**src/rtl/spi_pkg.sv**
```systemverilog
// spi_pkg: shared SPI master frame constants and FSM state encoding
package spi_pkg;
    localparam int DEF_ADDR_WIDTH = 8;
    localparam int DEF_DATA_WIDTH = 16;
    localparam int FRAME_BITS = 24;
    localparam int RW_BIT = 7;
    localparam logic READ = 1'b1;
    localparam logic WRITE = 1'b0;
    typedef enum logic [2:0] {IDLE, SETUP, SHIFT, HOLD, GAP} state_t;
endpackage

```
**src/rtl/spi_sck_gen.sv**
```systemverilog
// spi_sck_gen: half-period counter producing SCK rise/fall strobes while enabled
module spi_sck_gen #(
    parameter int CLK_DIV = 4
) (
    input  logic clk,
    input  logic rst_n,
    input  logic en,
    output logic rise,
    output logic fall
);
    logic [7:0] hcnt;
    logic phase;
    logic wrap;
    assign wrap = en && hcnt == 8'(CLK_DIV - 1);
    assign rise = wrap && !phase;
    assign fall = wrap && phase;
    always_ff @(posedge clk) begin
        if (!rst_n || !en) begin
            hcnt <= '0;
            phase <= 1'b0;
        end else begin
            hcnt <= wrap ? '0 : hcnt + 8'd1;
            phase <= phase ^ wrap;
        end
    end
endmodule

```
**src/rtl/spi_master.sv**
```systemverilog
// spi_master: mode-0 SPI master sending {rw, addr, wdata} frames and capturing read data
module spi_master #(
    parameter int CLK_DIV = 4,
    parameter int ADDR_WIDTH = spi_pkg::DEF_ADDR_WIDTH,
    parameter int DATA_WIDTH = spi_pkg::DEF_DATA_WIDTH
) (
    input  logic                  clk,
    input  logic                  rst_n,
    input  logic                  start,
    input  logic                  rw,
    input  logic [ADDR_WIDTH-2:0] addr,
    input  logic [DATA_WIDTH-1:0] wdata,
    output logic                  busy,
    output logic                  done,
    output logic [DATA_WIDTH-1:0] rdata,
    output logic                  spi_cs,
    output logic                  spi_sck,
    output logic                  spi_mosi,
    input  logic                  spi_miso
);
    import spi_pkg::*;
    localparam int FB = ADDR_WIDTH + DATA_WIDTH;
    localparam int BW = $clog2(FB);
    state_t state, state_n;
    logic [8:0] cnt;
    logic [BW-1:0] bits;
    logic [FB-1:0] sr;
    logic [DATA_WIDTH-1:0] rx;
    logic rd, en, rise, fall, cnt_end, last;
    spi_sck_gen #(.CLK_DIV(CLK_DIV)) u_sck (
        .clk(clk),
        .rst_n(rst_n),
        .en(en),
        .rise(rise),
        .fall(fall)
    );
    assign last = bits == BW'(FB - 1);
    assign busy = state != IDLE;
    assign done = state == GAP && cnt == '0;
    assign spi_cs = !(state == SETUP || state == SHIFT || state == HOLD);
    assign spi_mosi = busy && sr[FB-1];
    always_comb begin
        state_n = state;
        en = state == SHIFT;
        cnt_end = cnt == 9'(state == GAP ? 2 * CLK_DIV - 1 : CLK_DIV - 1);
        case (state)
            IDLE:    state_n = start ? SETUP : IDLE;
            SETUP:   state_n = cnt_end ? SHIFT : SETUP;
            SHIFT:   state_n = fall && last ? HOLD : SHIFT;
            HOLD:    state_n = cnt_end ? GAP : HOLD;
            GAP:     state_n = cnt_end ? IDLE : GAP;
            default: state_n = IDLE;
        endcase
    end
    always_ff @(posedge clk) begin
        if (!rst_n) begin
            state <= IDLE;
            cnt <= '0;
            bits <= '0;
            sr <= '0;
            rx <= '0;
            rd <= 1'b0;
            rdata <= '0;
            spi_sck <= 1'b0;
        end else begin
            state <= state_n;
            cnt <= (state == IDLE || state == SHIFT || cnt_end) ? '0 : cnt + 9'd1;
            bits <= state == IDLE ? '0 : (fall && !last) ? bits + BW'(1) : bits;
            spi_sck <= rise || (spi_sck && !fall);
            if (state == IDLE && start) begin
                sr <= {rw, addr, wdata & {DATA_WIDTH{rw != READ}}};
                rd <= rw == READ;
            end else if (fall) begin
                sr <= {sr[FB-2:0], 1'b0};
            end
            if (fall && bits >= BW'(ADDR_WIDTH))
                rx <= {rx[DATA_WIDTH-2:0], spi_miso};
            if (state == HOLD && cnt_end && rd)
                rdata <= rx;
        end
    end
endmodule

```
**config.mk**
```make
export PLATFORM = sky130hd
export DESIGN_NAME = spi_master
export DESIGN_NICKNAME = d
export VERILOG_FILES = /design/src/rtl/spi_pkg.sv /design/src/rtl/spi_sck_gen.sv /design/src/rtl/spi_master.sv
export SDC_FILE = /design/constraint.sdc
export NUM_CORES = 1
export LEC_CHECK = 0
export ABC_CLOCK_PERIOD_IN_PS = 3850
export CAP_MARGIN = 15
export CORE_ASPECT_RATIO = 0.7
export CORE_MARGIN = 3
export CORE_UTILIZATION = 50
export CTS_BUF_LIST = sky130_fd_sc_hd__clkbuf_8
export CTS_CLUSTER_SIZE = 14
export DETAILED_ROUTE_END_ITERATION = 8
export HOLD_SLACK_MARGIN = 0.08
export PLACE_DENSITY = 0.8
export SYNTH_ARGS = -nofsm -noshare
export SYNTH_HDL_FRONTEND = slang
export SYNTH_SLANG_ARGS = --single-unit
```
**constraint.sdc**
```tcl
create_clock -name clk -period 3.85 [get_ports clk]
set_input_delay 0.5775 -clock clk [delete_from_list [all_inputs] [get_ports clk]]
set_output_delay 0.5775 -clock clk [all_outputs]
set_load 0.02 [all_outputs]
```
==> impl_metrics.tcl <==
set metrics [dict create \
    status "finished, final reports clean" \
    io_buffers 48 \
    hp-class "register to register" \
    worst_pin_slew_ps 1014 \
    synth_area_leaders "dfxtp_1, nand2_1, a21oi_1" \
    drv_slew 0 \
    start_util_pct 53.40 \
    drive_gt1_share_pct 9.208 \
    end_kind "register" \
    cts_root_buf "clkbuf_8" \
    rsz0062_at_grt "false" \
    cp.arrival_ps 3090 \
    via_per_inst 5.381 \
    grt_max_degree 33 \
    syn_to_final_growth_pct 19.28 \
    setup_viol 0 \
    cp-start-kind "register" \
    synthDistinctLibCells 48 \
    synthArstFlopShare_pct 0 \
    yosysTopAreaCell "dfxtp_1" \
    clkTransAtPathRegs_ps 80 \
    dr_wl_met2_um 3326 \
    max_freq_ghz 0.3471 \
    ctsHoldBuffers 0 \
    wirelength_um 7182 \
    antenna_found_initial 0 \
    ioPinCount 49 \
    overflow 0 \
    wl_met1_um 3509 \
    htree_levels 3 \
    wl_per_cell_um 12.80 \
    place_congestion 0.8138 \
    route.met3.wl_um 305 \
    tns_ps 0 \
    nets 496 \
    syn_area_per_cell_sq_um 8.764 \
    preCtsSetupSlack_ps 996.4 \
    post_cts_buffers 0 \
    drt-initial-drc-count 158 \
    ys.flop_type "dfxtp_1" \
    worst_ep_required_time_ps 4060 \
    ir_worst_vdd_mv 0.1776 \
    highest_layer "met4" \
    postSynthNetCount 459 \
    fillers 591 \
    yosysWarnings 0 \
    maxCapViolCount 0 \
    postRouteAntennaNets 0 \
    yosysTopAreaCellShare_pct 45.15 \
    clock_sinks 84 \
    relSlewSlack_pct 31.96 \
    worstSetupPathType "register to register" \
    via_count 3019 \
    row_count 25 \
    synth_edf_count 0 \
    dr.pass1.iters 4 \
    diodes 0 \
    die_y_um 78.22 \
    grt_pass1_wl_um 12430 \
    crit_fanout 17 \
    grt_pass1_vias 2801 \
    regArea_sq_um 1682 \
    yosysSeqAreaShare_pct 45.15 \
    grt_use_total_pct 17.83 \
    finalCritPeriodShare_pct 74.82 \
    cts_buffers 9 \
    synth_area_sq_um 3725 \
    cts_resized 0 \
    fin_util_pct 63.70 \
    multi_input_area_sq_um 1893 \
    fp.dieW_um 109.2 \
    synth.most_common_cell "nand2_1" \
    cts_max_path_buffers 2 \
    route.detailed.drc 0 \
    synth_seq_cells 84 \
    detailed_place_hpwl_um 4921 \
    yosys-top-cells-count "nand2_1, dfxtp_1, a21oi_1" \
    min_period_ps 2881 \
    cts_tree "built" \
    die_area_sq_um 8538 \
    hold_viol 0 \
    setup_slack_ps 969.4 \
    core-area_sq_um 6975 \
    clk-insertion-delay-late_ps 350 \
    whs_ps 449.8 \
    synthCells 425 \
    powerDensity_nw_per_um2 365.0 \
    finClkSkew_ps 14.45 \
    leakagePower_nw 1.443 \
]
## stage by stage
stage                     std cells  instance area [sq um]  power [mW]
final                           561                   4443       1.622
after global routing            561                   4443       1.683
after CTS                       561                   4443       1.636
after detailed placement        545                   4244       1.015
after global placement          545                   4244       1.011
after floorplan                 425                   3725      0.9682
## report_power, final
part           switching (mW)  internal (mW)
Clock                   0.325          0.303
Combinational          0.0475         0.0526
Sequential             0.0105          0.883
Total                   0.383           1.24
## final timing paths
kind | from | end | slack (ps) | cells past startpoint
setup / recovery | u_sck.hcnt[0] | sr[13] | 970 | 8
hold / removal | u_sck.phase | register | 450 | 1
setup reg to reg | u_sck.hcnt[0] | sr[13] | 970 | 8
hold reg to reg | u_sck.phase | register | 450 | 1
## layer usage
layer / vias up / track usage, %
met4: 0 / 5.675
met2: 63 / 28.49
met5: - / 0
met3: 4 / 4.766
li1: 1546 / -
met1: 1406 / 23.41
## cells by family after synthesis
logic type,after synthesis,synth area share (%)
AND/OR/NAND/NOR,169,22.98
flip-flops,84,45.15
multiplexers,39,11.02
buffers and inverters,36,4.031
XOR/XNOR,7,1.646
adder cells (fa/ha/maj),6,2.015
AO/OA/AOI/OAI,84,13.17
## layout make-up
type | count | share of cell area [%]
clock buffers | 9 | 2.788
clock inverters | 7 | 1.690
inverters | 9 | 0.7603
multi-input cells | 305 | 42.61
flip-flops and latches | 84 | 37.85
well taps | 94 | 2.647
repair buffers | 53 | 11.66
## critical path, stage by stage (launching register included)
cell	delay (ps)
dfxtp_1	360
ha_1	220
nor4b_1	440
and3_1	260
ha_1	600
buf_4	350
mux2_2	360
nand2_1	70
a21oi_1	80
## cells in the final DEF (no fill, tap or decap), types with 2 or more instances in the layout
cell,instances
a211oi_1,8
a21oi_1,49
a22oi_1,4
and2_1,2
and3_1,2
buf_4,5
clkbuf_8,9
clkdlybuf4s50_1,48
clkinvlp_4,2
dfxtp_1,84
ha_1,6
inv_1,9
inv_6,2
mux2_2,16
mux2i_1,23
nand2_1,89
nand3_1,12
nand3b_1,16
nand4_1,3
nand4b_1,2
nor2_1,14
nor2b_1,5
nor3_1,3
nor3b_1,2
o21ai_0,9
o31ai_1,3
or3_1,9
or4_1,2
xnor2_1,2
xor2_1,5
## sequential cells by signal (all words and copies together) (netlist names), named ones only
signal and count:
sr 24, rdata 16, rx 16, cnt 9, u_sck.hcnt 8, bits 5
state 3, rd 1, u_sck.phase 1
Power figures use the tool's default switching activity.
